`src/rtl/router_fsm_pkg.sv`:
```
// router_fsm_pkg: shared router state encoding and topology constants
package router_fsm_pkg;
    localparam int NUM_PORTS = 4;
    typedef enum logic [2:0] {
        DA  = 3'd0,
        LFD = 3'd1,
        LD  = 3'd2,
        FFS = 3'd3,
        LAF = 3'd4,
        LP  = 3'd5,
        CPE = 3'd6,
        WTE = 3'd7
    } router_state_e;
endpackage

```
`src/rtl/router_fsm_if.sv`:
```
// router_fsm_if: control-path signals between the router FSM and its neighbours
interface router_fsm_if;
    logic       pkt_valid;
    logic [1:0] data_in;
    logic       fifo_full;
    logic       empty_0, empty_1, empty_2, empty_3;
    logic       soft_reset_0, soft_reset_1, soft_reset_2, soft_reset_3;
    logic       parity_done;
    logic       low_pkt_valid;
    logic       detect_add, lfd_state, ld_state, laf_state, full_state;
    logic       write_enb_reg, rst_int_reg, busy;
    modport master (
        output pkt_valid, data_in, fifo_full, empty_0, empty_1, empty_2, empty_3,
               soft_reset_0, soft_reset_1, soft_reset_2, soft_reset_3, parity_done, low_pkt_valid,
        input  detect_add, lfd_state, ld_state, laf_state, full_state, write_enb_reg, rst_int_reg, busy
    );
    modport slave (
        input  pkt_valid, data_in, fifo_full, empty_0, empty_1, empty_2, empty_3,
               soft_reset_0, soft_reset_1, soft_reset_2, soft_reset_3, parity_done, low_pkt_valid,
        output detect_add, lfd_state, ld_state, laf_state, full_state, write_enb_reg, rst_int_reg, busy
    );
endinterface

```
`src/rtl/router_fsm.sv`:
```
// router_fsm: Moore controller sequencing header, payload, stall and parity of each packet
module router_fsm
    import router_fsm_pkg::*;
(
    input  logic        clk,
    input  logic        reset,
    router_fsm_if.slave bus
);
    router_state_e        state_q, state_d;
    logic [1:0]           addr_q, addr_d;
    logic [NUM_PORTS-1:0] empty, srst;
    logic                 empty_sel, srst_sel;
    assign empty     = {bus.empty_3, bus.empty_2, bus.empty_1, bus.empty_0};
    assign srst      = {bus.soft_reset_3, bus.soft_reset_2, bus.soft_reset_1, bus.soft_reset_0};
    assign empty_sel = empty[addr_q];
    assign srst_sel  = srst[addr_q];
    assign addr_d    = (state_q == DA) ? bus.data_in : addr_q;
    // Leaving DA looks at the live header, since addr_q only lands on the same edge
    always_comb begin
        state_d = state_q;
        case (state_q)
            DA:      state_d = !bus.pkt_valid ? DA : empty[bus.data_in] ? LFD : WTE;
            LFD:     state_d = LD;
            LD:      state_d = bus.fifo_full ? FFS : !bus.pkt_valid ? LP : LD;
            FFS:     state_d = bus.fifo_full ? FFS : LAF;
            LAF:     state_d = bus.parity_done ? DA : bus.low_pkt_valid ? LP : LD;
            LP:      state_d = CPE;
            CPE:     state_d = bus.fifo_full ? FFS : DA;
            WTE:     state_d = empty_sel ? LFD : WTE;
            default: state_d = DA;
        endcase
        if (state_q != DA && srst_sel) state_d = DA;
    end
    always_ff @(posedge clk) begin
        if (reset) begin
            state_q <= DA;
            addr_q  <= 2'd0;
        end else begin
            state_q <= state_d;
            addr_q  <= addr_d;
        end
    end
    assign bus.detect_add    = state_q == DA;
    assign bus.lfd_state     = state_q == LFD;
    assign bus.ld_state      = state_q == LD;
    assign bus.laf_state     = state_q == LAF;
    assign bus.full_state    = state_q == FFS;
    assign bus.write_enb_reg = state_q == LD || state_q == LP || state_q == LAF;
    assign bus.rst_int_reg   = state_q == CPE;
    assign bus.busy          = !(state_q == DA || state_q == LD);
endmodule

```
`src/flat_wrapper.sv`:
```
// flat-port wrapper written by rule: the top's interface ports become plain ports
module router_fsm_flat import router_fsm_pkg::*;
  (clk, reset, bus_pkt_valid, bus_data_in, bus_fifo_full, bus_empty_0, bus_empty_1, bus_empty_2, bus_empty_3, bus_soft_reset_0, bus_soft_reset_1, bus_soft_reset_2, bus_soft_reset_3, bus_parity_done, bus_low_pkt_valid, bus_detect_add, bus_lfd_state, bus_ld_state, bus_laf_state, bus_full_state, bus_write_enb_reg, bus_rst_int_reg, bus_busy);
  router_fsm_if bus_i ();
  input  logic clk;
  input  logic reset;
  input wire logic [$bits(bus_i.pkt_valid)-1:0] bus_pkt_valid;
  input wire logic [$bits(bus_i.data_in)-1:0] bus_data_in;
  input wire logic [$bits(bus_i.fifo_full)-1:0] bus_fifo_full;
  input wire logic [$bits(bus_i.empty_0)-1:0] bus_empty_0;
  input wire logic [$bits(bus_i.empty_1)-1:0] bus_empty_1;
  input wire logic [$bits(bus_i.empty_2)-1:0] bus_empty_2;
  input wire logic [$bits(bus_i.empty_3)-1:0] bus_empty_3;
  input wire logic [$bits(bus_i.soft_reset_0)-1:0] bus_soft_reset_0;
  input wire logic [$bits(bus_i.soft_reset_1)-1:0] bus_soft_reset_1;
  input wire logic [$bits(bus_i.soft_reset_2)-1:0] bus_soft_reset_2;
  input wire logic [$bits(bus_i.soft_reset_3)-1:0] bus_soft_reset_3;
  input wire logic [$bits(bus_i.parity_done)-1:0] bus_parity_done;
  input wire logic [$bits(bus_i.low_pkt_valid)-1:0] bus_low_pkt_valid;
  output wire logic [$bits(bus_i.detect_add)-1:0] bus_detect_add;
  output wire logic [$bits(bus_i.lfd_state)-1:0] bus_lfd_state;
  output wire logic [$bits(bus_i.ld_state)-1:0] bus_ld_state;
  output wire logic [$bits(bus_i.laf_state)-1:0] bus_laf_state;
  output wire logic [$bits(bus_i.full_state)-1:0] bus_full_state;
  output wire logic [$bits(bus_i.write_enb_reg)-1:0] bus_write_enb_reg;
  output wire logic [$bits(bus_i.rst_int_reg)-1:0] bus_rst_int_reg;
  output wire logic [$bits(bus_i.busy)-1:0] bus_busy;
  assign bus_i.pkt_valid = bus_pkt_valid;
  assign bus_i.data_in = bus_data_in;
  assign bus_i.fifo_full = bus_fifo_full;
  assign bus_i.empty_0 = bus_empty_0;
  assign bus_i.empty_1 = bus_empty_1;
  assign bus_i.empty_2 = bus_empty_2;
  assign bus_i.empty_3 = bus_empty_3;
  assign bus_i.soft_reset_0 = bus_soft_reset_0;
  assign bus_i.soft_reset_1 = bus_soft_reset_1;
  assign bus_i.soft_reset_2 = bus_soft_reset_2;
  assign bus_i.soft_reset_3 = bus_soft_reset_3;
  assign bus_i.parity_done = bus_parity_done;
  assign bus_i.low_pkt_valid = bus_low_pkt_valid;
  assign bus_detect_add = bus_i.detect_add;
  assign bus_lfd_state = bus_i.lfd_state;
  assign bus_ld_state = bus_i.ld_state;
  assign bus_laf_state = bus_i.laf_state;
  assign bus_full_state = bus_i.full_state;
  assign bus_write_enb_reg = bus_i.write_enb_reg;
  assign bus_rst_int_reg = bus_i.rst_int_reg;
  assign bus_busy = bus_i.busy;
  router_fsm u_core (.clk(clk), .reset(reset), .bus(bus_i));
endmodule
```
`config.mk`:
```
export PLATFORM = sky130hd
export DESIGN_NAME = router_fsm_flat
export DESIGN_NICKNAME = d
export VERILOG_FILES = /design/src/rtl/router_fsm_pkg.sv /design/src/rtl/router_fsm_if.sv /design/src/rtl/router_fsm.sv /design/src/flat_wrapper.sv
export SDC_FILE = /design/constraint.sdc
export NUM_CORES = 1
export LEC_CHECK = 0
export BUFFER_PORTS_ARGS = -buffer_cell sky130_fd_sc_hd__buf_2
export CAP_MARGIN = 0
export CORE_AREA = 8 8 45 47
export CTS_BUF_LIST = sky130_fd_sc_hd__clkbuf_2
export DETAILED_ROUTE_END_ITERATION = 12
export DIE_AREA = 0 0 53 55
export GPL_ROUTABILITY_DRIVEN = 0
export SLEW_MARGIN = 20
export SYNTH_ARGS = -nofsm -noshare
export SYNTH_HDL_FRONTEND = slang
export SYNTH_SLANG_ARGS = --single-unit
export TNS_END_PERCENT = 5
```
`constraint.sdc`:
```
create_clock -name clk -period 1.4 [get_ports clk]
set_input_delay 0.07 -clock clk [delete_from_list [all_inputs] [get_ports clk]]
set_output_delay 0.07 -clock clk [all_outputs]
set_load 0.005 [all_outputs]
```
==> results.md, run 1 <==
- The net count after synthesis is 67.
- The full die area is 2915 µm².
- The post-synthesis cell type with the largest combined area is sky130_fd_sc_hd__dfxtp_1.
- In this run the worst setup path begins at u_core.addr_q[0]$_SDFFE_PP0P_.
- The number of distinct library cells after synthesis is 30.
- Final hold analysis gives a worst-case slack of 0.09258 ns.
- The synthesis-to-layout area growth is 41.55%.
- The worst hold-check path type is in -> reg.
- For the worst setup path, the data required time is 1.52 ns.
- Headroom to the max-slew limit came out at 0.8039.
- The clock latency reported for the late side of the worst-skew pair is 0.21 ns.
- The routed layout has 499 vias.
- After detailed routing, the average wire length per cell comes to 12.96 µm.
- Dividing the detail-routed via count by the number of cells gives 5.198.
- The layout cell share with drive strength beyond 1 is 0.5375.
- The number of DRC markers after the initial detailed-route iteration is 7.
- 24 I/O pins were placed.
- TritonCTS built the clock tree.
- The number of setup buffers added after CTS is 0.
- The proportion of register bits with asynchronous set or reset after synthesis is 0.
- On the worst path, the slowest cell contributes a delay of 0.53 ns.
- The flow ran to the end, and the final reports show no timing, DRC or antenna violations.
- The clock passes through at most 2 buffers.
- The critical path capture point type is a flop.
- After floorplanning, the core was divided into 14 placement rows.
- The number of buffers created by CTS is 3.
- The number of fillers in the final layout is 142.
- The total count of hold-check failures in the final report is 0.
- After detailed routing, the total wire length is 1244 µm.
- The first TritonRoute pass finished after 4 iterations.
- The area share of the leading cell type in the synthesized netlist is 0.2292.
- For this run, the register share of the synthesized area comes to 0.2292.
- For this design the static power due to leakage is 0.2873 nW.
- Entering global routing, the biggest net connects 12 pins.
- The number of H-tree levels is 1.
- The critical-path maximum fanout is 3.
- The number of buffer cells added on primary ports is 23.
- The source of the worst register-to-register timing path is u_core.addr_q[0]$_SDFFE_PP0P_.
- Walking the worst path, the cells encountered are mux4_2 > buf_4 > a221oi_2.
- The number of global-route vias before repair came to 501.
- The worst path in the final design needs a cycle of 1.373 ns, including I/O delays and setup.
- The slowest stage of the critical path belongs to the cell sky130_fd_sc_hd__mux4_2.
- Counting every sink on the clock net gives 5.
- The core region is 1384 µm².
- Dividing total power by cell area gives a power density of 1149 nW/µm².
- The all-layer global routing usage is 0.08932.
- After clock tree synthesis, the clock-pin slew on the worst setup and hold paths is 0.06 ns.
- The sequential cells in the finished layout cover a total of 102.6 µm².
- The number of flip-flops and latches in the synthesized netlist is 5.
- At the pin with the least slew margin, the transition time is 0.2901 ns.
- The initial antenna violation count is 0.
- The initial core utilization is 0.3156.
- The master cell of the clock root buffer is sky130_fd_sc_hd__clkbuf_2.
- The multi-input combinational cells in the finished layout cover a total of 312.8 µm².
- The Yosys warning count is 0.
- The first global-routing pass estimated 1987 µm of wire.
- The count of endpoints failing setup in the final report is 0.
- For this run, the post-layout net count is 97.
- STA classifies the critical path startpoint as a flop.
- The most frequent standard cell in the layout excluding fill and tap cells is sky130_fd_sc_hd__buf_2.
- In the synthesized netlist the dominant register cell turns out to be sky130_fd_sc_hd__dfxtp_1.
- After detailed routing, the number of remaining DRC violations is 0.
- Ranked by total cell area, the synthesized netlist is headed by sky130_fd_sc_hd__dfxtp_1 (23%), sky130_fd_sc_hd__mux4_2 (15%), sky130_fd_sc_hd__nand2_1 (4.3%), sky130_fd_sc_hd__nand2b_1 (4.3%), sky130_fd_sc_hd__a21oi_1 (3.4%).
- The die width is 53 µm.
- Based on the critical path, the design can be clocked at up to 0.7282 GHz.
- The number of flops mapped to enable cells by yosys is 0.
- The number of hold-repair buffers added at the cts stage is 0.
- The number of antenna diodes in the final layout is 0.
- The number of max-slew violations in the final report is 0.
- The floorplan die height is 55 µm.
- The clock skew is 0.002687 ns.
- After legalization and detailed placement, the total HPWL measured 1039 µm.
- The cell area that synthesis handed to floorplanning was 436.7 µm².
- After global routing the overflow that remains totals 0.
- The max capacitance violation total is 0.
- Setup repair after global routing could not meet its margin everywhere.
- In the finished design, the share of the clock period the worst path needs comes to 0.9808.
- A synthesized cell averages 8.562 µm².
- For this run, the share of the core covered by cells in the final layout is 0.4467.
- In this run the remaining antenna-violating nets after routing total 0.
- The startpoint of the worst hold path is reset.
- Leaving out fill and tap cells, the most frequent cells in the layout are sky130_fd_sc_hd__buf_2 (23), sky130_fd_sc_hd__nand2_1 (5), sky130_fd_sc_hd__buf_4 (5).
- The class of the most critical setup path is reg -> reg.
- The worst-case IR drop observed on VDD is 0.8159 mV.
- Synthesis produced a netlist whose cell count is 51.
- Data on the critical path arrives at its endpoint at 1.50 ns.
layer usage:
metal,share of wire,GRT usage
met1,0.45,0.1026
met2,0.41,0.1426
met3,0.14,0.05348
met4,0,0.01293
met5,0,0
synth_stat cells, types with 2 or more instances:
cell type,n
sky130_fd_sc_hd__dfxtp_1,5
sky130_fd_sc_hd__buf_2,2
sky130_fd_sc_hd__nand3b_1,2
sky130_fd_sc_hd__nor3_1,2
sky130_fd_sc_hd__mux4_2,3
sky130_fd_sc_hd__o21ai_0,2
sky130_fd_sc_hd__nand2_1,5
sky130_fd_sc_hd__a21oi_1,3
sky130_fd_sc_hd__nand2b_1,3
sky130_fd_sc_hd__nor2_1,4
power by group:
part | total [mW] | leakage [nW] | switching [mW] | internal [mW]
sequential | 0.212 | 0.0420 | 0.0397 | 0.172
clock | 0.132 | 0.0166 | 0.0566 | 0.0756
combinational | 0.367 | 0.229 | 0.173 | 0.193
registers in the layout, indices dropped and copies added (netlist names):
register,count
u_core.state_q,3
u_core.addr_q,2
worst max-delay path: cells and delay by family (launching register included):
family          cells  cell delay [ns]
compound gates      1             0.25
buf+inv             1             0.15
mux                 1             0.53
flops               1             0.36
metrics by stage:
stage / setup slack [ns] / instances / power, mW / cell area (µm²) / TNS (ns)
floorplan: 0.02904 / 51 / 0.4400 / 436.7 / 0
global placement: 0.01196 / 92 / 0.5733 / 588.1 / 0
detailed placement: -0.02306 / 92 / 0.5740 / 588.1 / -0.03248
CTS: 0.004197 / 96 / 0.7128 / 609.3 / 0
global route: -0.03471 / 96 / 0.7645 / 618.1 / -0.06752
finish: 0.02681 / 96 / 0.7103 / 618.1 / 0
cell families (layout without fill, tap and decap cells):
logic type / after synthesis / in the layout / synth area share
flip-flops: 5 / 5 / 0.2292
multiplexers: 3 / 3 / 0.1547
AND/OR/NAND/NOR: 24 / 24 / 0.3095
buffers and inverters: 5 / 34 / 0.07163
AO/OA/AOI/OAI: 14 / 14 / 0.2350
what timing repair did:
item / CTS / global route
endpoints found under the hold margin: 0 / 0
resized for setup: 1 / 3
pin swaps: 0 / 3
setup endpoints to repair: 2 / 4
cell type report:
| type | count | share of cell area |
|---|---|---|
| multi-input combinational | 41 | 0.5061 |
| timing repair buffer | 28 | 0.2470 |
| sequential | 5 | 0.1660 |
| clock buffer | 4 | 0.03239 |
| tap | 16 | 0.03239 |
| inverter | 2 | 0.01619 |
final timing paths:
path / slack, ns / end / depth (start not counted)
hold reg to reg: 0.48 / u_core.addr_q[0]$_SDFFE_PP0P_ / 2
hold / removal: 0.09 / u_core.state_q[2]$_SDFF_PP0_ / 2
setup reg to reg: 0.03 / u_core.state_q[2]$_SDFF_PP0_ / 3
setup / recovery: 0.03 / u_core.state_q[2]$_SDFF_PP0_ / 3
Note: power is estimated with default switching activity, not from simulation.
==> run 2, diff against run 1 <==
--- a/config.mk
+++ b/config.mk
@@ -12,6 +12,7 @@
 export DETAILED_ROUTE_END_ITERATION = 12
 export DIE_AREA = 0 0 53 55
 export GPL_ROUTABILITY_DRIVEN = 0
+export SETUP_SLACK_MARGIN = 0.5
 export SLEW_MARGIN = 20
 export SYNTH_ARGS = -nofsm -noshare
 export SYNTH_HDL_FRONTEND = slang
==> constraint.sdc (replaced) <==
create_clock -name clk -period 1.7 [get_ports clk]
set_input_delay 0.085 -clock clk [delete_from_list [all_inputs] [get_ports clk]]
set_output_delay 0.085 -clock clk [all_outputs]
set_load 0.005 [all_outputs]
==> run 2 against run 1 <==
Against the previous run: die area is the same; via count fell by 1.4%; power fell by 16%; global-route usage is 0.17 points lower; clock power decreased by 17%; cell area increased by 1.2%; critical path type unchanged; core utilization increased by 0.54 points; count of clock-buffer cells in the layout unchanged; critical path depth stayed put.
==> results.md, run 2 (same netlist as run 1, synthesis figures left out) <==
- For this run, the top clock speed supported by timing is 0.7088 GHz.
- The total congestion overflow after global routing is 0.
- The initial core utilization is 0.3156.
- After filler insertion, the fill cell instance count of the layout stands at 137.
- For this design the ratio of total power to cell area is 952.3 nW/µm².
- The area growth from synthesis to layout is 43.27%.
- The ratio of final minimum period to clock period is 0.8300.
- The via count of the routed design is 492.
- Dividing the detail-routed via count by the number of cells gives 5.234.
- The per-cell routed wire length is 13.39 µm.
- The largest single stage delay on the critical path is 0.52 ns.
- The first detailed-routing pass ran for 2 iterations.
- The all-layer global routing usage is 0.08762.
- In the routed design, unresolved DRC markers number 0.
- The standard cell area after detailed placement is 559.3 µm².
- The count of boundary I/O pins is 24.
- For this block, the initial DRC count from the detailed router was 5.
- The register with the most flip-flops in the final layout is u_core.state_q.
- The number of buffers on the longest clock path is 2.
- The number of hold-repair buffers added at the cts stage is 0.
- The repair_antennas step left the layout with diodes totalling 0.
- The die width is 53 µm.
- The clock skew is 0.004988 ns.
- The reported leakage power is 0.2855 nW.
- The class of the most critical setup path is reg -> reg.
- Detailed placement ended at an HPWL of 978.5 µm.
- At the worst endpoint, the required time is 1.83 ns.
- STA classifies the critical path endpoint as a flop.
- The worst-path cell with the longest stage delay is sky130_fd_sc_hd__mux4_2.
- Leaving out fill and tap cells, the most frequent cell in the layout is sky130_fd_sc_hd__buf_2.
- Entering global routing, the biggest net connects 15 pins.
- The floorplan die height is 55 µm.
- TritonCTS created 3 clock buffers.
- The area of the core is 1384 µm².
- Walking the worst path, the cells encountered are mux4_2 > or3_4 > o22ai_2.
- In the final layout, the registers with the most flip-flops are u_core.state_q x3, u_core.addr_q x2.
- Setup repair after global routing could not meet its margin everywhere.
- The routed design has 1259 µm of wire.
- The slew at the pin closest to its max-slew limit is 0.3064 ns.
- The master cell of the clock root buffer is sky130_fd_sc_hd__clkbuf_2.
- The final period demand of the worst path is 1.411 ns.
- The number of max-slew violations in the final report was 0.
- The flow ran to the end, and the final reports show no timing, DRC or antenna violations.
- Once layout is complete, the utilization of the core stands at 0.4521.
- The worst setup path is launched from a flop.
- The number of H-tree levels is 1.
- The post-CTS clock slew at the launch and capture registers of the worst setup and hold paths is 0.06 ns.
- The worst ir drop on vdd is 0.5268 mV.
- The count of endpoints failing setup in the final report is 0.
- The critical-path maximum fanout is 3.
- The layout cell share with drive strength beyond 1 is 0.5769.
- The first global-routing pass estimated 1952 µm of wire.
- The full die area is 2915 µm².
- The TritonCTS clock tree is built.
- After routing the design area is 625.6 µm².
- The register with the most flip-flops in the layout has 3 of them.
- The total number of nets in the final design is 95.
- The placement row count is 14.
- The number of global-route vias before repair came to 501.
- In the layout the commonest cells are sky130_fd_sc_hd__buf_2 (23), sky130_fd_sc_hd__nand2_1 (5), sky130_fd_sc_hd__clkbuf_2 (4).
- The number of buffer cells added on primary ports is 23.
- The clock latency reported for the late side of the worst-skew pair is 0.21 ns.
- The initial antenna violation count was 0.
- In the final timing run, aggregate negative setup slack is 0 ns.
- The clock drives 5 sinks.
- Max-cap violations in this run came to 0.
- The remaining max-slew budget at the tightest pin is 0.7952.
- Once detail routing completed, the nets flagged for antenna violations numbered 0.
- The worst hold-check path type is in -> reg.
- Data arrives at the worst endpoint at 1.55 ns.
- The total count of hold-check failures in the final report is 0.
run 2: area by class of cell:
type | count | area [µm²] | area share
Multi-Input combinational cell | 41 | 331.6 | 0.5300
Timing Repair Buffer | 26 | 137.6 | 0.2200
Inverter | 2 | 10.01 | 0.01600
Tap cell | 16 | 20.02 | 0.03200
Clock buffer | 4 | 20.02 | 0.03200
Sequential cell | 5 | 106.4 | 0.1700
run 2: where the power goes:
group	total [mW]	internal, mW	leakage, nW	switching (mW)
registers	0.182	0.143	0.0427	0.0384
logic	0.304	0.161	0.226	0.143
clock network	0.110	0.0624	0.0166	0.0481
run 2: per-stage QoR:
| stage | cells | power (mW) | hold slack [ns] | setup WS (ns) |
|---|---|---|---|---|
| CTS | 94 | 0.5822 | 0.08729 | 0.2912 |
| global route | 94 | 0.6440 | 0.1013 | 0.2542 |
| floorplan | 51 | 0.3634 | 0.1467 | 0.3713 |
| finish | 94 | 0.5957 | 0.1208 | 0.2891 |
| global placement | 88 | 0.4452 | 0.3276 | 0.2990 |
| detailed placement | 88 | 0.4477 | 0.3317 | 0.2654 |
run 2: per-layer routing:
| layer | GRT usage | part of all wire | vias to the layer above |
|---|---|---|---|
| met5 | 0 | 0 | - |
| met4 | 0.03879 | 0.0048 | 0 |
| met3 | 0.03476 | 0.10 | 2 |
| met2 | 0.1484 | 0.44 | 24 |
| met1 | 0.09480 | 0.45 | 216 |
| li1 | - | - | 250 |
run 2: final timing paths:
kind	end	depth (start not counted)	startpoint	slack, ns
worst max-delay path	u_core.state_q[1]$_SDFF_PP0_	3	u_core.addr_q[0]$_SDFFE_PP0P_	0.29
worst min-delay path	u_core.state_q[2]$_SDFF_PP0_	2	reset	0.12
worst max register to register	u_core.state_q[1]$_SDFF_PP0_	3	u_core.addr_q[0]$_SDFFE_PP0P_	0.29
worst min register to register	u_core.addr_q[1]$_SDFFE_PP0P_	2	u_core.addr_q[1]$_SDFFE_PP0P_	0.50
run 2: repair_timing:
action | CTS | global route
resized for setup | 4 | 4
gates cloned | 0 | 0
buffers inserted | 2 | 0
endpoints found under the setup margin | 9 | 11
pin swaps | 0 | 0
run 2: critical path, delay by kind of cell (launching register included):
family / cells / cell delay, ns
DFF: 1 / 0.36
muxes: 1 / 0.52
and+or+nand+nor: 1 / 0.35
AOI/OAI and AO/OA: 1 / 0.10
